==> config.mk <==
export PLATFORM = sky130hd
export DESIGN_NAME = uart_io_fifo
export DESIGN_NICKNAME = d
export VERILOG_FILES = /design/src/rtl/uart_io_fifo.sv
export SDC_FILE = /design/constraint.sdc
export NUM_CORES = 1
export LEC_CHECK = 0
export ABC_AREA = 1
export CAP_MARGIN = 20
export CORE_ASPECT_RATIO = 2
export CORE_MARGIN = 5
export CORE_UTILIZATION = 52
export DETAILED_ROUTE_END_ITERATION = 8
export PLACE_DENSITY = 0.73
export SYNTH_ARGS = -nofsm -noshare
export SYNTH_HDL_FRONTEND = slang
export SYNTH_SLANG_ARGS = --single-unit
==> constraint.sdc <==
create_clock -name clk -period 1.9 [get_ports clk]
set_input_delay 0.38 -clock clk [delete_from_list [all_inputs] [get_ports clk]]
set_output_delay 0.38 -clock clk [all_outputs]
set_load 0.01 [all_outputs]
==> src/rtl/uart_io_fifo.sv <==
// Character FIFO between io_uart_out and the UART transmitter, show-ahead output, sticky overrun.
// Define UART_IO_CRLF_EN to expand each 0x0A into the sequence 0x0D,0x0A on the transmit side.
module uart_io_fifo #(
  parameter int FIFO_AW = 4
) (
  input  logic               clk,
  input  logic               rst_n,
  input  logic [7:0]         uart_io_char,
  input  logic               uart_io_we,
  output logic               uart_io_full,
  output logic [7:0]         tx_char,
  output logic               tx_valid,
  input  logic               tx_ready,
  output logic [FIFO_AW:0]   fifo_count,
  output logic               overrun,
  input  logic               ovr_clr
);

  localparam int               DEPTH     = 1 << FIFO_AW;
  localparam logic [FIFO_AW:0] DEPTH_CNT = (FIFO_AW+1)'(DEPTH);

  logic [7:0]         mem [DEPTH];
  logic [FIFO_AW-1:0] wr_ptr;
  logic [FIFO_AW-1:0] rd_ptr;
  logic [FIFO_AW:0]   count;
  logic [7:0]         head;
  logic               wr_acc;
  logic               wr_drop;
  logic               handshake;
  logic               pop;

  assign head         = mem[rd_ptr];
  assign uart_io_full = (count == DEPTH_CNT);
  assign tx_valid     = (count != '0);
  assign fifo_count   = count;
  assign handshake    = tx_valid & tx_ready;
  assign wr_acc       = uart_io_we & ~uart_io_full;
  assign wr_drop      = uart_io_we &  uart_io_full;

`ifdef UART_IO_CRLF_EN
  typedef enum logic {HEAD, LF} crlf_state_e;

  crlf_state_e state;
  crlf_state_e state_next;

  always_ff @(posedge clk or negedge rst_n) begin
    if (!rst_n) state <= HEAD;
    else        state <= state_next;
  end

  // A line feed at the head is sent twice: first as 0x0D (entry kept), then as itself (entry popped).
  always_comb begin
    // NOTE: every signal driven here gets a default first so no path can infer a latch.
    state_next = state;
    tx_char    = head;
    pop        = 1'b0;
    unique case (state)
      HEAD: begin
        if (tx_valid && head == 8'h0A) begin
          tx_char = 8'h0D;
          if (tx_ready) state_next = LF;
        end else begin
          pop = handshake;
        end
      end
      LF: begin
        tx_char = 8'h0A;
        if (handshake) begin
          pop        = 1'b1;
          state_next = HEAD;
        end
      end
      default: state_next = HEAD;
    endcase
  end
`else
  assign tx_char = head;
  assign pop     = handshake;
`endif

  // NOTE: the storage array has no reset; validity is carried entirely by count, so clearing it buys nothing.
  always_ff @(posedge clk) begin
    if (wr_acc) mem[wr_ptr] <= uart_io_char;
  end

  // NOTE: all state registers use non-blocking assignments so every flop samples pre-edge values.
  always_ff @(posedge clk or negedge rst_n) begin
    if (!rst_n) begin
      wr_ptr <= '0;
      rd_ptr <= '0;
      count  <= '0;
    end else begin
      if (wr_acc) wr_ptr <= wr_ptr + FIFO_AW'(1);
      if (pop)    rd_ptr <= rd_ptr + FIFO_AW'(1);
      unique case ({wr_acc, pop})
        2'b10:   count <= count + (FIFO_AW+1)'(1);
        2'b01:   count <= count - (FIFO_AW+1)'(1);
        default: count <= count;
      endcase
    end
  end

  // A dropped write outranks a clear in the same cycle so no loss goes unreported.
  always_ff @(posedge clk or negedge rst_n) begin
    if (!rst_n)       overrun <= 1'b0;
    else if (wr_drop) overrun <= 1'b1;
    else if (ovr_clr) overrun <= 1'b0;
  end

endmodule
Yosys cells after proc, flatten, opt, wreduce, memory -nomap -nowiden
Memory sizes are Yosys's and may differ from the RTL's.
Index checks and enable logic that the tools add are counted.
Word-level totals
  register bits after elaboration: 14
  bits in writable memories: 128
  input bits: 13
  output and inout port bits: 16
  word-level logic and storage cells: 24
  memories kept: 1
Operators by class
  $add $sub $neg: 4
  eq/ne operators: 3
  muxes and demuxes: 5
  bitwise gates (word level): 4
  reduce and logical (&&, ||, !) cells: 3
Memory list
  mem: words 16, bits a word 8, rd ports 1, clocked after Yosys merged registers in 0, write ports 1, line 22  | logic [7:0] mem [DEPTH];
Operator list (count)
  5-bit one-hot mux with 2 select lines: 1
  4-bit by 1-bit adder with 4-bit output, second input constant: 2
  5-bit by 1-bit adder with 5-bit output, second input constant: 1
  5-bit equality test, second input constant: 1
  5-bit nonzero test: 1
  5-bit by 1-bit subtractor with 5-bit output, second input constant: 1
  1-bit two-way mux: 4
  2-bit nonzero test: 2
  1-bit AND: 3
  2-bit by 1-bit equality test with 1-bit output, second input constant: 1
  2-bit equality test, second input constant: 1
  1-bit inverter: 1

Logic depth before layout (Yosys ltp)
Gate-level depths: netlist of run 1.
  word-level depth: 5
  mapped depth: 13
  mapped depth without buffers: 13

Least setup slack after synthesis of run 1
Ideal clock, no wire load.
  path kind: reg-to-reg
  from: reg count[1], in the netlist fifo_count[1]
  to: reg count[4], in the netlist fifo_count[4]
  library setup time: 0.117 ns
  data arrival time: 2.022 ns
  data required time: 1.783 ns
  slack: -0.238 ns
  cell stages (with the launch flop): 13
  path buffers: 0
  period minus slack after synthesis: 2.138 ns
  cell sequence: dfrtp_1 -> nor2_1 -> nand4_1 -> nand2_1 -> inv_1 -> ha_1 -> fa_1 -> nand2_1 -> nand3_1 -> nand3_1 -> nand2_1 -> nand2_1 -> nand2_1
Between the ends
  elaborated cells on any way between the ends: 11
  classes of those cells: 2 x add/sub; 3 x eq/ne; 1 x mux; 3 x bitwise; 2 x reduce/logical
RTL lines
  start, declared: line 25  | logic [FIFO_AW:0] count;
  start signal, assigned: line 96  | 2'b10: count <= count + (FIFO_AW+1)'(1);
  start signal, assigned: line 97  | 2'b01: count <= count - (FIFO_AW+1)'(1);
  start signal, assigned: line 98  | default: count <= count;
  5-bit nonzero test *: line 34  | assign tx_valid = (count != '0);
  named net tx_valid: line 12  | output logic tx_valid,
  1-bit AND *: line 36  | assign handshake = tx_valid & tx_ready;
  named net handshake: line 29  | logic handshake;
  2-bit by 1-bit equality test with 1-bit output or 2-bit equality test (tied branches): line 95  | unique case ({wr_acc, pop})
  5-bit one-hot mux with 2 select lines or 2-bit nonzero test (tied branches)
The timed path passes the listed nets; every way through them passes the cells marked *.
A chain may end at the register's enable or synchronous reset.

Worst setup path after layout of run 1
  from: reg rd_ptr[0]
  to: out tx_char[4]
Between the ends
  word-level cells in the longest chain between the ends: 1
RTL lines
  start, declared: line 24  | logic [FIFO_AW-1:0] rd_ptr;
  start signal, assigned: line 94  | if (pop) rd_ptr <= rd_ptr + FIFO_AW'(1);
  memory read 16 x 8 bit
  end, declared: line 11  | output logic [7:0] tx_char,
No other way between the ends.

==> impl_metrics.tcl, run 1 <==
set metrics [dict create \
    fin_crit_sh 1.16 \
    path_delay_family "buffers and inverters" \
    synth_cell_types 19 \
    synthToLayoutAreaGrowth_pct 29.4 \
    grt_pass1_vias 4977 \
    final-max-slew-violation-count 0 \
    cp_slowest_cell "dfrtp_2" \
    antennaDiodeCount 0 \
    critPathMaxStageDelay_ps 460 \
    crit_fanout 5 \
    synth_area_leader_cell "edfxtp_1" \
    timing.rr.start "fifo_count[3]" \
    end_kind "output port" \
    dp_hpwl_mm 10.3 \
    seqPwrFrac 0.320 \
    cts_sinks 142 \
    reg2reg_to "fifo_count[4]" \
    fin_ws_ps -307 \
    fin_setup_tns_ps -2120 \
    power_frac_comb 0.430 \
    max-slew-margin-rel 0.522 \
    max_cap_viol_count 0 \
    power_w 0.0126 \
    status "finished with violations" \
    fillCellCount 816 \
    cp_cell_sequence "inv_4 -> buf_12 -> clkbuf_16 -> nand2_2 -> nand3_2 -> nand2_1 -> nor2_1 -> nand2_1 -> nand2_2 -> buf_6" \
    multi_input_area_um2 1970 \
    switching_share 0.374 \
    synthesis.nets 647 \
    clkTransAtPathRegs_ps 60 \
    start_util 0.531 \
    synth_warnings 0 \
    yosysSeqAreaShare 0.671 \
    dieHeight_um 165 \
    grt_pass1_wl_mm 25.2 \
    synth_area_leaders "edfxtp_1 (61%), nand2_1 (15%), dfrtp_1 (5.6%)" \
    worstMarginPinSlew_ps 714 \
    rsz0062_at_grt "yes" \
    vias_per_cell 5.43 \
    num_rows 56 \
    finClkSkew_ps 9.18 \
    clkLatencyLatePin_ps 430 \
    drcViolationCount 0 \
    switchingPower_w 0.00473 \
    synth_top_area_frac 0.615 \
    grt_usage 0.239 \
    power_frac_clock 0.250 \
    hold_viol 0 \
    wl_per_cell_um 18.5 \
    required_ps 1520 \
    cts_buffers 17 \
    ys_ff_latch 142 \
    dieArea_um2 14500 \
    tritoncts "built" \
    clockBufferDepth 2 \
    cellPowerDensity_nw_per_um2 1560 \
    first_pass_iters 5 \
    critPathBufInv 4 \
    critPathArrivalTime_ps 1830 \
    grt-ovfl-total 0 \
    synth_cells 624 \
    globalplace.congestion 0.846 \
    layout_min_cycle_time_ps 2210 \
    cts_max_level 4 \
    core-area_um2 11800 \
    ff2ff_setup_slack_ps 30 \
    setup_viol 8 \
    hold_ws_ps 287 \
    ff2ff_path_depth 12 \
    io_pins 29 \
    die_x_um 87.6 \
    grt_max_degree 27 \
    vias 4726 \
    syn-cell-area_um2 6250 \
    failed_checks "negative setup slack" \
    drt_iter0_markers 363 \
    fin_cells 871 \
    power.leakage_nw 3.49 \
    nets 736 \
    peakVddDrop_mv 1.33 \
    port_buffers 28 \
    syn_avg_cell_area_um2 10.0 \
    drt_wl_total_mm 16.2 \
    min_path_type "in2async" \
    max_clock_freq_mhz 453 \
    path_class "reg2out" \
    placed_cells 825 \
    drive_gt1_frac 0.252 \
    cts_root_buffer "clkbuf_16" \
    cp-start-kind "flip-flop" \
    antenna_found_initial 0 \
    intPower_w 0.00791 \
    seqCellArea_um2 4200 \
    utilization 0.688 \
    antenna_left 0 \
]
==> repair_timing <==
| item | in CTS | in global routing |
|---|---|---|
| buffers inserted | 7 | 4 |
| pin swaps | 6 | 23 |
| hold buffers | 0 | 0 |
| gates cloned | 4 | 1 |
| setup endpoints to repair | 34 | 130 |
| gates resized for setup | 69 | 56 |
==> registers in the layout, indices dropped and copies added (netlist names) <==
signal,count
fifo_count,5
overrun,1
mem,128
wr_ptr,4
rd_ptr,4
==> cells by family (layout without fill, tap and decap cells) <==
| logic type | Yosys count | in the layout | share of synthesized area |
|---|---|---|---|
| simple gates | 369 | 369 | 0.235 |
| flops | 142 | 142 | 0.671 |
| buf+inv | 91 | 193 | 0.0598 |
| fa+ha+maj | 10 | 10 | 0.0212 |
| xor+xnor | 7 | 7 | 0.00980 |
| compound gates | 5 | 5 | 0.00400 |
==> final cells by class <==
| type | count | area share |
|---|---|---|
| timing repair inverter | 1 | 0.000928 |
| tap | 145 | 0.0224 |
| multi-input combinational | 391 | 0.243 |
| inverter | 70 | 0.0335 |
| clock buffer | 18 | 0.0543 |
| sequential | 142 | 0.519 |
| clock inverter | 14 | 0.0162 |
| timing repair buffer | 90 | 0.111 |
==> layer usage <==
| metal | global-route usage | routed length (um) | share of wire |
|---|---|---|---|
| met1 | 0.221 | 5170 | 0.32 |
| met2 | 0.453 | 9340 | 0.58 |
| met3 | 0.0536 | 806 | 0.050 |
| met4 | 0.145 | 838 | 0.052 |
| met5 | 0 | 0 | 0 |
==> layout by cell type (no fill, tap or decap) <==
master / synthesis / routed
buf_12: 0 / 9
buf_16: 0 / 2
buf_2: 14 / 6
buf_4: 2 / 49
buf_6: 1 / 4
bufinv_16: 0 / 1
clkbuf_16: 0 / 18
clkbuf_8: 0 / 1
clkdlybuf4s50_1: 0 / 14
clkinv_2: 0 / 2
clkinv_4: 0 / 2
clkinvlp_4: 0 / 6
dfrtp_1: 14 / 11
dfrtp_2: 0 / 3
dlygate4sd2_1: 0 / 2
dlymetal6s2s_1: 0 / 3
edfxtp_1: 128 / 128
fa_2: 0 / 1
ha_1: 9 / 6
ha_4: 0 / 3
inv_1: 67 / 63
inv_2: 3 / 4
inv_4: 0 / 2
inv_6: 0 / 5
nand2_1: 244 / 217
nand2_2: 0 / 24
nand2_4: 0 / 3
nand3_1: 54 / 36
nand3_2: 0 / 18
nand4_1: 3 / 3
nor2_1: 67 / 48
nor2_2: 0 / 15
nor2_4: 1 / 5
o21ai_0: 5 / 4
o21ai_1: 0 / 1
xnor2_1: 3 / 3
xor2_1: 4 / 4
==> Yosys cell counts <==
master,instances
buf_1,1
buf_4,2
ha_1,9
edfxtp_1,128
fa_1,1
inv_1,67
dfrtp_1,14
buf_6,1
nand4_1,3
o21ai_0,5
xor2_1,4
nand2_1,244
buf_2,14
inv_2,3
nor2_4,1
xnor2_1,3
clkbuf_1,3
nand3_1,54
nor2_1,67
==> stage by stage <==
stage	instance area (um^2)	setup WS, ps
5_1_grt	8090	-367
2_1_floorplan	6280	-60.0
3_5_place_dp	7070	-262
6_report	8090	-307
4_1_cts	7880	-321
3_3_place_gp	7070	-261
==> worst max path at each step <==
stage	start	end	slack, ps	cells past startpoint
6_report	rd_ptr[0]	tx_char[4]	-310	10
5_1_grt	rd_ptr[0]	tx_char[3]	-370	10
4_1_cts	rd_ptr[0]	tx_char[1]	-320	10
3_5_place_dp	rd_ptr[1]	tx_char[3]	-260	8
3_3_place_gp	uart_io_we	mem[9][0]	-260	7
2_1_floorplan	fifo_count[2]	fifo_count[4]	-60	12
==> worst register-to-register path, stage by stage, from the launching register on <==
cell     delay [ps]
dfrtp_1         410
inv_2           100
nand4_1         140
nand2_2         110
inv_2            60
ha_4            200
fa_2            360
nand2_2         100
nand3_2          70
nand3_1          80
nand2_1          60
nand2_1          50
nand2_1          40
==> power by group through the flow <==
| stage | sequential [W] | combinational, W | clock, W |
|---|---|---|---|
| 3_5_place_dp | 0.00407 | 0.00450 | 0 |
| 6_report | 0.00405 | 0.00543 | 0.00316 |
| 4_1_cts | 0.00403 | 0.00503 | 0.00319 |
| 2_1_floorplan | 0.00407 | 0.00257 | 0 |
| 5_1_grt | 0.00408 | 0.00590 | 0.00334 |
| 3_3_place_gp | 0.00406 | 0.00435 | 0 |
Power figures use the tool's default switching activity.
==> run 2, diff against run 1 <==
- CAP_MARGIN: 20 -> 30
==> results of run 2 <==
Final layout, timing and power as in run 1 (identical DEF).
==> run 3, diff against run 2 <==
- CORE_MARGIN: 5 -> 8
==> run 3 against run 2 <==
Effect of this change: the run still ends with negative setup slack left; sequential share of layout area up 0.41 points; via count down 3.6%; hold slack better by 11 ps; clock-buffer cell count up 1; fmax up 1.3%; register-to-register slack better by 60 ps; die area up 11%; routed wire length down 6.6%; non-clock buffer count down 2; final cell count down 0.34%; flip-flop and latch count unchanged; first-iteration DRC count down 4.4%; critical path type unchanged; critical endpoint is now tx_char[7]; largest power group unchanged.
==> impl_metrics.tcl, run 3 (synthesized netlist as in run 1, its figures left out) <==
set metrics [dict create \
    switchingPower_w 0.00452 \
    power_frac_clock 0.273 \
    postLayoutCellArea_um2 8030 \
    placed_cells 820 \
    largest_register_ffs 128 \
    clockBufferDepth 2 \
    grt_pass1_wl_mm 22.9 \
    top_usage_layer "met2" \
    drt_iter0_markers 347 \
    placed_cell_area_um2 7020 \
    path_delay_family "simple AND/OR/NAND/NOR gates" \
    cp-start-kind "flip-flop" \
    fin_crit_sh 1.15 \
    dieHeight_um 171 \
    antenna_found_initial 0 \
    critPathArrivalTime_ps 1800 \
    cts_root_buffer "clkbuf_16" \
    antennaDiodeCount 0 \
    failed_checks "negative setup slack" \
    synthToLayoutAreaGrowth_pct 28.3 \
    vias 4557 \
    hold_viol 0 \
    max_cap_viol_count 0 \
    worstMarginPinSlew_ps 604 \
    max_clock_freq_mhz 459 \
    fin_setup_tns_ps -2050 \
    intPower_w 0.00819 \
    fin_cells 868 \
    globalplace.congestion 0.797 \
    dp_hpwl_mm 9.65 \
    layout_min_cycle_time_ps 2180 \
    power.leakage_nw 3.46 \
    grt_usage 0.192 \
    setup_viol 8 \
    power_frac_comb 0.409 \
    clkTransAtPathRegs_ps 60 \
    first_pass_iters 5 \
    max-slew-margin-rel 0.596 \
    dieArea_um2 16000 \
    finClkSkew_ps 9.42 \
    grt_pass1_vias 4718 \
    final-max-slew-violation-count 0 \
    cts_buffers 17 \
    ff2ff_setup_slack_ps 90 \
    crit_fanout 12 \
    hold_ws_ps 298 \
    cts_max_level 4 \
    path_common_cell "nand2_1" \
    timing.rr.start "fifo_count[2]" \
    drt_wl_total_mm 15.1 \
    critPathBufInv 3 \
    clkLatencyLatePin_ps 420 \
    grt.met2_usage 0.379 \
    antenna_left 0 \
    min_path_type "in2async" \
    ff2ff_path_depth 12 \
    peakVddDrop_mv 1.16 \
    status "finished with violations" \
    tritoncts "built" \
    cts_sinks 142 \
    nets 733 \
    most-common-layout-cells "nand2_1 (220), edfxtp_1 (128), inv_1 (63)" \
    use_met3 0.0395 \
    required_ps 1520 \
    path_class "reg2out" \
    grt_max_degree 36 \
    met1_usage 0.165 \
    drcViolationCount 0 \
    top_register "mem" \
    start_util 0.535 \
    die_x_um 93.6 \
    drive_gt1_frac 0.228 \
    cellPowerDensity_nw_per_um2 1580 \
    core-area_um2 11700 \
    critPathMaxStageDelay_ps 460 \
    io_pins 29 \
    fin_ws_ps -279 \
    reg2reg_to "fifo_count[4]" \
    seqPwrFrac 0.317 \
    num_rows 56 \
    rsz0062_at_grt "yes" \
    port_buffers 28 \
    wl_per_cell_um 17.4 \
    grt-ovfl-total 0 \
    vias_per_cell 5.25 \
    cp_cell_sequence "buf_6 -> buf_12 -> nand2_1 -> nand3_1 -> nand2_1 -> nor2_2 -> nand2_1 -> nand2_1 -> buf_6" \
    switching_share 0.356 \
    layout_commonest_cell "nand2_1" \
    cp_slowest_cell "dfrtp_2" \
    end_kind "output port" \
]
-- run 3: changes by cell type in the layout (fill, tap and decap cells not counted), sizes merged --
cell,delta
dlygate4sd2,+1
clkbuf,+1
buf,-3
clkinv,+1
bufinv,+3
inv,-4
clkinvlp,-2
clkdlybuf4s50,+3
dlymetal6s2s,-3
-- run 3: worst max-delay path by stage --
| stage | start | end | slack, ps | depth (start not counted) |
|---|---|---|---|---|
| floorplan | fifo_count[2] | fifo_count[4] | -60 | 12 |
| global placement | uart_io_we | mem[9][7] | -260 | 7 |
| detailed placement | uart_io_we | mem[9][7] | -250 | 7 |
| CTS | rd_ptr[0] | tx_char[3] | -270 | 9 |
| global route | rd_ptr[0] | tx_char[6] | -350 | 10 |
| finish | rd_ptr[0] | tx_char[7] | -280 | 9 |
-- run 3: stage by stage --
stage | power, W | setup slack (ps) | utilization
final | 0.0127 | -279 | 0.686
after global routing | 0.0134 | -346 | 0.686
after CTS | 0.0121 | -270 | 0.661
after detailed placement | 0.00846 | -253 | 0.600
after global placement | 0.00829 | -264 | 0.600
after floorplan | 0.00664 | -60.0 | -
-- run 3: layout make-up --
cell class              count  area, um^2
flip-flops and latches    142        4200
multi-input cells         391        1900
clock buffers              19         433
well taps                 145         181
repair buffers             88         856
fillers                   802        3670
clock inverters            13         188
inverters                  70         274
-- run 3: metal layers --
metal	wire length, um	up-vias
met3	584	39
met4	486	0
met1	5030	2189
met5	0	-
li1	-	2177
met2	8990	152
-- run 3: power by group through the flow --
stage	Combinational [W]	Sequential, W	Clock (W)
CTS	0.00462	0.00401	0.00349
detailed placement	0.00439	0.00407	0
finish	0.00520	0.00403	0.00347
floorplan	0.00257	0.00407	0
global placement	0.00424	0.00405	0
global route	0.00571	0.00406	0.00362
-- run 3: what timing repair did --
| item | in CTS | in global routing |
|---|---|---|
| gates resized for setup | 54 | 60 |
| hold buffers | 0 | 0 |
| setup endpoints to repair | 12 | 101 |
| setup buffers | 6 | 9 |
| cloned | 2 | 1 |
| pin swaps | 5 | 25 |
